<file path="config.mk">
export PLATFORM = sky130hd
export DESIGN_NAME = i2c_slave_regs_flat
export DESIGN_NICKNAME = d
export VERILOG_FILES = /design/src/rtl/i2c_slave_regs_if.sv /design/src/rtl/i2c_slave_regs.sv /design/src/flat_wrapper.sv
export SDC_FILE = /design/constraint.sdc
export NUM_CORES = 1
export LEC_CHECK = 0
export ABC_AREA = 1
export CAP_MARGIN = 30
export CORE_ASPECT_RATIO = 1.75
export CORE_UTILIZATION = 55
export DETAILED_ROUTE_END_ITERATION = 8
export PLACE_DENSITY = 0.72
export SLEW_MARGIN = 5
export SYNTH_ARGS = -nofsm -noshare
export SYNTH_HDL_FRONTEND = slang
export SYNTH_SLANG_ARGS = --single-unit
</file>
<file path="constraint.sdc">
create_clock -name clk -period 11.1 [get_ports clk]
set_clock_uncertainty 0.1 [all_clocks]
set_input_delay 1.665 -clock clk [delete_from_list [all_inputs] [get_ports clk]]
set_output_delay 1.665 -clock clk [all_outputs]
set_load 0.01 [all_outputs]
</file>
<file path="src/rtl/i2c_slave_regs_if.sv">
// i2c_slave_regs_if: I2C pin bundle plus the register-write
// report and bus status of the I2C register target.
interface i2c_slave_regs_if;
    logic       scl_i;
    logic       sda_i;
    logic       sda_o;
    logic       sda_t;
    logic       reg_wr_en;
    logic [3:0] reg_wr_addr;
    logic [7:0] reg_wr_data;
    logic       busy;
    logic       bus_active;

    modport slave (
        input  scl_i, sda_i,
        output sda_o, sda_t,
        output reg_wr_en, reg_wr_addr, reg_wr_data,
        output busy, bus_active
    );

    modport master (
        output scl_i, sda_i,
        input  sda_o, sda_t,
        input  reg_wr_en, reg_wr_addr, reg_wr_data,
        input  busy, bus_active
    );
endinterface

</file>
<file path="src/rtl/i2c_slave_regs.sv">
// i2c_slave_regs: I2C target with a 16x8 register file,
// pointer-set writes and auto-incrementing reads.
module i2c_slave_regs #(
    parameter logic [6:0] DEVICE_ADDR = 7'h50,
    parameter int         FILTER_LEN  = 4
) (
    input logic             clk,
    input logic             rst,
    i2c_slave_regs_if.slave bus
);

    localparam int CW = $clog2(FILTER_LEN + 1);

    typedef enum logic [3:0] {
        IDLE, ADDR, ADDR_ACK, PTR, PTR_ACK,
        WR, WR_ACK, RD, RD_ACK, IGNORE
    } state_t;

    // bit 1 carries SCL, bit 0 carries SDA
    logic [1:0]    sy1, sy2, flt, flt_p;
    logic [CW-1:0] fcnt [2];

    always_ff @(posedge clk or posedge rst) begin
        if (rst) begin
            sy1     <= 2'b11;
            sy2     <= 2'b11;
            flt     <= 2'b11;
            flt_p   <= 2'b11;
            fcnt[0] <= '0;
            fcnt[1] <= '0;
        end else begin
            sy1   <= {bus.scl_i, bus.sda_i};
            sy2   <= sy1;
            flt_p <= flt;
            for (int i = 0; i < 2; i++) begin
                if (sy2[i] == flt[i]) begin
                    fcnt[i] <= '0;
                end else if (fcnt[i] == CW'(FILTER_LEN - 1)) begin
                    flt[i]  <= sy2[i];
                    fcnt[i] <= '0;
                end else begin
                    fcnt[i] <= fcnt[i] + CW'(1);
                end
            end
        end
    end

    logic scl, sda, rise, fall, start, stop;

    assign scl   = flt[1];
    assign sda   = flt[0];
    assign rise  = scl & ~flt_p[1];
    assign fall  = ~scl & flt_p[1];
    assign start = scl & flt_p[1] & flt_p[0] & ~sda;
    assign stop  = scl & flt_p[1] & ~flt_p[0] & sda;

    state_t     st, st_n;
    logic [3:0] cnt, cnt_n;
    logic [7:0] sh, sh_n;
    logic [3:0] ptr, ptr_n;
    logic       rw, rw_n;
    logic       ack_ph, ack_n;
    logic       sdt, sdt_n;
    logic       busy_q, busy_n;
    logic       act_q, act_n;
    logic       wen, wen_n;
    logic [3:0] waddr, waddr_n;
    logic [7:0] wdata, wdata_n;
    logic [7:0] byte_in;
    logic [7:0] regs [16];

    assign byte_in = {sh[6:0], sda};

    always_comb begin
        st_n    = st;
        cnt_n   = cnt;
        sh_n    = sh;
        ptr_n   = ptr;
        rw_n    = rw;
        ack_n   = ack_ph;
        sdt_n   = sdt;
        busy_n  = busy_q;
        act_n   = act_q;
        wen_n   = 1'b0;
        waddr_n = waddr;
        wdata_n = wdata;
        if (stop) begin
            st_n   = IDLE;
            sdt_n  = 1'b1;
            busy_n = 1'b0;
            act_n  = 1'b0;
        end else if (start) begin
            st_n  = ADDR;
            cnt_n = '0;
            ack_n = 1'b0;
            sdt_n = 1'b1;
            act_n = 1'b1;
        end else begin
            unique case (st)
                IDLE: ;
                ADDR: if (rise) begin
                    sh_n  = byte_in;
                    cnt_n = cnt + 4'd1;
                    if (cnt == 4'd7) begin
                        cnt_n = '0;
                        if (byte_in[7:1] == DEVICE_ADDR) begin
                            st_n   = ADDR_ACK;
                            rw_n   = byte_in[0];
                            busy_n = 1'b1;
                        end else begin
                            st_n   = IGNORE;
                            sdt_n  = 1'b1;
                            busy_n = 1'b0;
                        end
                    end
                end
                // ACK is held from the 8th to the 9th falling edge
                ADDR_ACK, PTR_ACK, WR_ACK: if (fall) begin
                    if (!ack_ph) begin
                        sdt_n = 1'b0;
                        ack_n = 1'b1;
                    end else begin
                        ack_n = 1'b0;
                        cnt_n = '0;
                        sdt_n = 1'b1;
                        if (st == ADDR_ACK && rw) begin
                            st_n  = RD;
                            sh_n  = regs[ptr];
                            sdt_n = regs[ptr][7];
                        end else if (st == ADDR_ACK) begin
                            st_n = PTR;
                        end else begin
                            st_n = WR;
                        end
                    end
                end
                PTR: if (rise) begin
                    sh_n  = byte_in;
                    cnt_n = cnt + 4'd1;
                    if (cnt == 4'd7) begin
                        cnt_n = '0;
                        ptr_n = byte_in[3:0];
                        st_n  = PTR_ACK;
                    end
                end
                WR: if (rise) begin
                    sh_n  = byte_in;
                    cnt_n = cnt + 4'd1;
                    if (cnt == 4'd7) begin
                        cnt_n   = '0;
                        wen_n   = 1'b1;
                        waddr_n = ptr;
                        wdata_n = byte_in;
                        ptr_n   = ptr + 4'd1;
                        st_n    = WR_ACK;
                    end
                end
                // cnt==8 marks a reloaded byte whose MSB is not yet out
                RD: if (fall) begin
                    if (cnt == 4'd8) begin
                        sdt_n = sh[7];
                        cnt_n = '0;
                    end else if (cnt == 4'd7) begin
                        sdt_n = 1'b1;
                        ptr_n = ptr + 4'd1;
                        st_n  = RD_ACK;
                    end else begin
                        sh_n  = {sh[6:0], 1'b0};
                        sdt_n = sh[6];
                        cnt_n = cnt + 4'd1;
                    end
                end
                RD_ACK: if (rise) begin
                    if (!sda) begin
                        sh_n  = regs[ptr];
                        cnt_n = 4'd8;
                        st_n  = RD;
                    end else begin
                        sdt_n = 1'b1;
                        st_n  = IGNORE;
                    end
                end
                IGNORE: sdt_n = 1'b1;
                default: st_n = IDLE;
            endcase
        end
    end

    always_ff @(posedge clk or posedge rst) begin
        if (rst) begin
            st     <= IDLE;
            cnt    <= '0;
            sh     <= '0;
            ptr    <= '0;
            rw     <= 1'b0;
            ack_ph <= 1'b0;
            sdt    <= 1'b1;
            busy_q <= 1'b0;
            act_q  <= 1'b0;
            wen    <= 1'b0;
            waddr  <= '0;
            wdata  <= '0;
        end else begin
            st     <= st_n;
            cnt    <= cnt_n;
            sh     <= sh_n;
            ptr    <= ptr_n;
            rw     <= rw_n;
            ack_ph <= ack_n;
            sdt    <= sdt_n;
            busy_q <= busy_n;
            act_q  <= act_n;
            wen    <= wen_n;
            waddr  <= waddr_n;
            wdata  <= wdata_n;
        end
    end

    always_ff @(posedge clk or posedge rst) begin
        if (rst) begin
            for (int i = 0; i < 16; i++) regs[i] <= '0;
        end else if (wen_n) begin
            regs[ptr] <= byte_in;
        end
    end

    assign bus.sda_o       = 1'b0;
    assign bus.sda_t       = sdt;
    assign bus.reg_wr_en   = wen;
    assign bus.reg_wr_addr = waddr;
    assign bus.reg_wr_data = wdata;
    assign bus.busy        = busy_q;
    assign bus.bus_active  = act_q;

endmodule

</file>
<file path="src/flat_wrapper.sv">
// flat-port wrapper written by rule: the top's interface ports become plain ports
module i2c_slave_regs_flat 
#(
    parameter logic [6:0] DEVICE_ADDR = 7'h50,
    parameter int         FILTER_LEN  = 4
)
  (clk, rst, bus_scl_i, bus_sda_i, bus_sda_o, bus_sda_t, bus_reg_wr_en, bus_reg_wr_addr, bus_reg_wr_data, bus_busy, bus_bus_active);
  i2c_slave_regs_if bus_i ();
  input logic clk;
  input logic rst;
  input wire logic [$bits(bus_i.scl_i)-1:0] bus_scl_i;
  input wire logic [$bits(bus_i.sda_i)-1:0] bus_sda_i;
  output wire logic [$bits(bus_i.sda_o)-1:0] bus_sda_o;
  output wire logic [$bits(bus_i.sda_t)-1:0] bus_sda_t;
  output wire logic [$bits(bus_i.reg_wr_en)-1:0] bus_reg_wr_en;
  output wire logic [$bits(bus_i.reg_wr_addr)-1:0] bus_reg_wr_addr;
  output wire logic [$bits(bus_i.reg_wr_data)-1:0] bus_reg_wr_data;
  output wire logic [$bits(bus_i.busy)-1:0] bus_busy;
  output wire logic [$bits(bus_i.bus_active)-1:0] bus_bus_active;
  assign bus_i.scl_i = bus_scl_i;
  assign bus_i.sda_i = bus_sda_i;
  assign bus_sda_o = bus_i.sda_o;
  assign bus_sda_t = bus_i.sda_t;
  assign bus_reg_wr_en = bus_i.reg_wr_en;
  assign bus_reg_wr_addr = bus_i.reg_wr_addr;
  assign bus_reg_wr_data = bus_i.reg_wr_data;
  assign bus_busy = bus_i.busy;
  assign bus_bus_active = bus_i.bus_active;
  i2c_slave_regs #(.DEVICE_ADDR(DEVICE_ADDR), .FILTER_LEN(FILTER_LEN)) u_core (.clk(clk), .rst(rst), .bus(bus_i));
endmodule
</file>
==> results_dict.tcl <==
set metrics [dict create \
    cts_tree "yes" \
    n_fill_cell 1403 \
    synth_mux_area_share_pct 0 \
    fin_crit_ns 3.26 \
    setup_viol 0 \
    cts_root_buffer "clkbuf_16" \
    drive_gt1_share_pct 8.19 \
    crit_path_start "u_core.bus.sda_t$_DFFE_PP1P_" \
    crit_fanout 2 \
    drt-initial-drc-count 582 \
    clk_latency_ns 0.43 \
    critPathLaunchType "flop" \
    timing.fmax_mhz 307 \
    synth_simple_gate_area_share_pct 26.3 \
    die-width_um 98.0 \
    drc 0 \
    r2r_cells 5 \
    wl_mm 22.5 \
    cp-end-kind "output port" \
    cts_num_sinks 180 \
    synth_top_family_by_area "simple AND/OR/NAND/NOR gates" \
    synth_top_area_share_pct 48.2 \
    slowest_delay_ns 0.53 \
    cpMaxStageDelayCell "dfstp_2" \
    cts_hold_buffers 0 \
    endpoint "bus_sda_t" \
    finalNetCount 1099 \
    hold_viol 0 \
    relSlewSlack_pct 43.3 \
    ios 21 \
    place_ws_ns 7.41 \
    r2r-end "u_core.regs[73]$_DFFE_PP0P_" \
    path_delay_family "flip-flops" \
    grt_pass1_wl_mm 36.6 \
    ir_worst_vdd_mv 0.150 \
    cts_buffer_depth 2 \
    stdcell_count 1288 \
    synth-xor-area-share_pct 0.395 \
    n_antenna_cell 0 \
    arrival_ns 1.49 \
    place_hpwl_mm 14.6 \
    fin_crit_sh_pct 29.4 \
    vias_per_cell 5.69 \
    cts_resized 0 \
    p_per_area_nw_per_um2 189 \
    ff_latch_area_um2 4520 \
    synthAdderAreaFrac_pct 1.13 \
    final_cell_mix "nand2_1, dfrtp_1, o21ai_0" \
    cp.depth 1 \
    p_leak_nw 4.41 \
    synth-compound-area-share_pct 14.3 \
    htreeDepth 4 \
    synth_area_leaders "dfrtp_1, nand2_1, o21ai_0" \
    ys_ff_latch 180 \
    syn_nets 1110 \
    grt_max_degree 98 \
    hp-class "flop to flop" \
    drt-wirelength-per-cell_um 17.4 \
    fin_ws_ns 7.84 \
    detail-route-antenna-nets 0 \
    yosysUniqueCellTypes 39 \
    num_vias 7333 \
    gr-total-overflow 0 \
    cp.required_ns 9.34 \
    rsz0062_at_grt "false" \
    crit_path_cell_trace "clkdlybuf4s50_1" \
    drv_slew 0 \
    worstReg2RegStart "u_core.ptr[0]$_DFFE_PP0P_" \
    final_common_cell "nand2_1" \
    multi_input_area_um2 3740 \
    core-area_um2 15800 \
    syn_inst 1098 \
    worst_hold_slack_ns 0.256 \
    cap_viol_max_count 0 \
    gp_congestion 0.958 \
    outcome "completed" \
    ys.flop_type "dfrtp_1" \
    placedCellCount 1256 \
    report.power.total_mw 1.82 \
    synthArstFlopShare_pct 100 \
    portBuffers 19 \
    antenna_found_initial 0 \
    grt_pass1_vias 7125 \
    cts.clk_slew.worst_paths_ns 0.07 \
    dieArea_um2 16700 \
    synth_area_um2 8870 \
    r2r_setup_slack_ns 7.97 \
    rows 61 \
    dieHeight_um 170 \
    post_cts_buffers 0 \
    synth-edff-count 0 \
    start_util_pct 56.2 \
    yosys_warnings 0 \
    crit_type "flop to output port" \
    cts_buffers 17 \
    yosysSeqAreaShare_pct 50.9 \
    cp.buffers_inverters 1 \
    worstMarginPinSlew_ns 0.849 \
    dr.pass1.iters 5 \
    synth_top_cell_by_area "dfrtp_1" \
    setup_tns_ns 0 \
    grt.total_usage_pct 28.7 \
    area_growth_pct 8.94 \
    synth_area_per_cell_um2 8.08 \
]
[report_power, final]
part,switching (mW),total [mW],internal (mW),leakage (nW)
combinational,0.345,0.471,0.126,1.65
clock,0.255,0.615,0.360,0.295
sequential,0.0359,0.738,0.702,2.47
[per-stage QoR]
step	util [%]	cell area (µm²)
final	61.2	9670
after global routing	61.2	9670
after CTS	61.0	9640
after detailed placement	57.2	9040
after global placement	57.1	9010
after floorplan	-	8870
[kinds of logic after synthesis]
kind of cell / count (synthesis)
buf+inv: 129
simple gates: 537
fa+ha+maj: 8
other cells: 1
flops: 180
compound gates: 239
xor+xnor: 4
[area by class of cell]
class	instances	share of cell area, %
clock buffer	19	4.58
clock inverter	12	1.60
inverter	70	2.82
multi-input combinational	789	38.7
sequential	180	46.7
tap	189	2.45
timing repair buffer	29	3.16
[per-layer routing]
metal,vias up,share of wire [%],GRT usage [%]
met5,-,0,0
met4,0,4.9,17.0
met3,66,3.2,3.74
met2,206,52,51.0
met1,3507,39,32.7
li1,3554,-,-
[flip-flops by register name (all words and copies together), names as in the netlist]
register	cells
u_core.bus.reg_wr_addr	4
u_core.flt	2
u_core.bus.sda_t	1
u_core.ack_ph	1
u_core.fcnt	6
u_core.sh	8
u_core.bus.busy	1
u_core.sy1	2
u_core.bus.reg_wr_data	8
u_core.bus.reg_wr_en	1
u_core.cnt	4
u_core.rw	1
u_core.bus.bus_active	1
u_core.sy2	2
u_core.ptr	4
u_core.regs	128
u_core.st	4
u_core.flt_p	2
[worst min-delay path by stage]
stage | start | end | slack [ns] | cells past startpoint
global placement | u_core.sy1[0]$_DFF_PP1_ | u_core.sy2[0]$_DFF_PP1_ | 0.25 | 0
detailed placement | u_core.sy1[1]$_DFF_PP1_ | u_core.sy2[1]$_DFF_PP1_ | 0.25 | 0
finish | u_core.sy1[0]$_DFF_PP1_ | u_core.sy2[0]$_DFF_PP1_ | 0.26 | 0
floorplan | u_core.sy1[0]$_DFF_PP1_ | u_core.sy2[0]$_DFF_PP1_ | 0.25 | 0
CTS | u_core.sy1[0]$_DFF_PP1_ | u_core.sy2[0]$_DFF_PP1_ | 0.26 | 0
global route | u_core.sy1[0]$_DFF_PP1_ | u_core.sy2[0]$_DFF_PP1_ | 0.26 | 0
[synthesized netlist by cell type (2+ instances only)]
cell type  count
nor3_1         3
clkbuf_1      27
nand2_2        2
o21ai_1       61
dfstp_2        9
a21oi_1        4
xnor2_1        3
inv_2          3
dfrtp_1      171
nand4_1       11
nor2_4         2
o21ai_0      154
o21ai_2       12
nor3b_1        3
o21a_1         2
nor2_1       109
ha_1           8
nand3_1       74
nand2_1      315
nand3_2        2
inv_1         66
buf_2         17
buf_6         12
nand3_4        9
nor2_2         5
No activity file was read; power rests on OpenSTA's default activity.
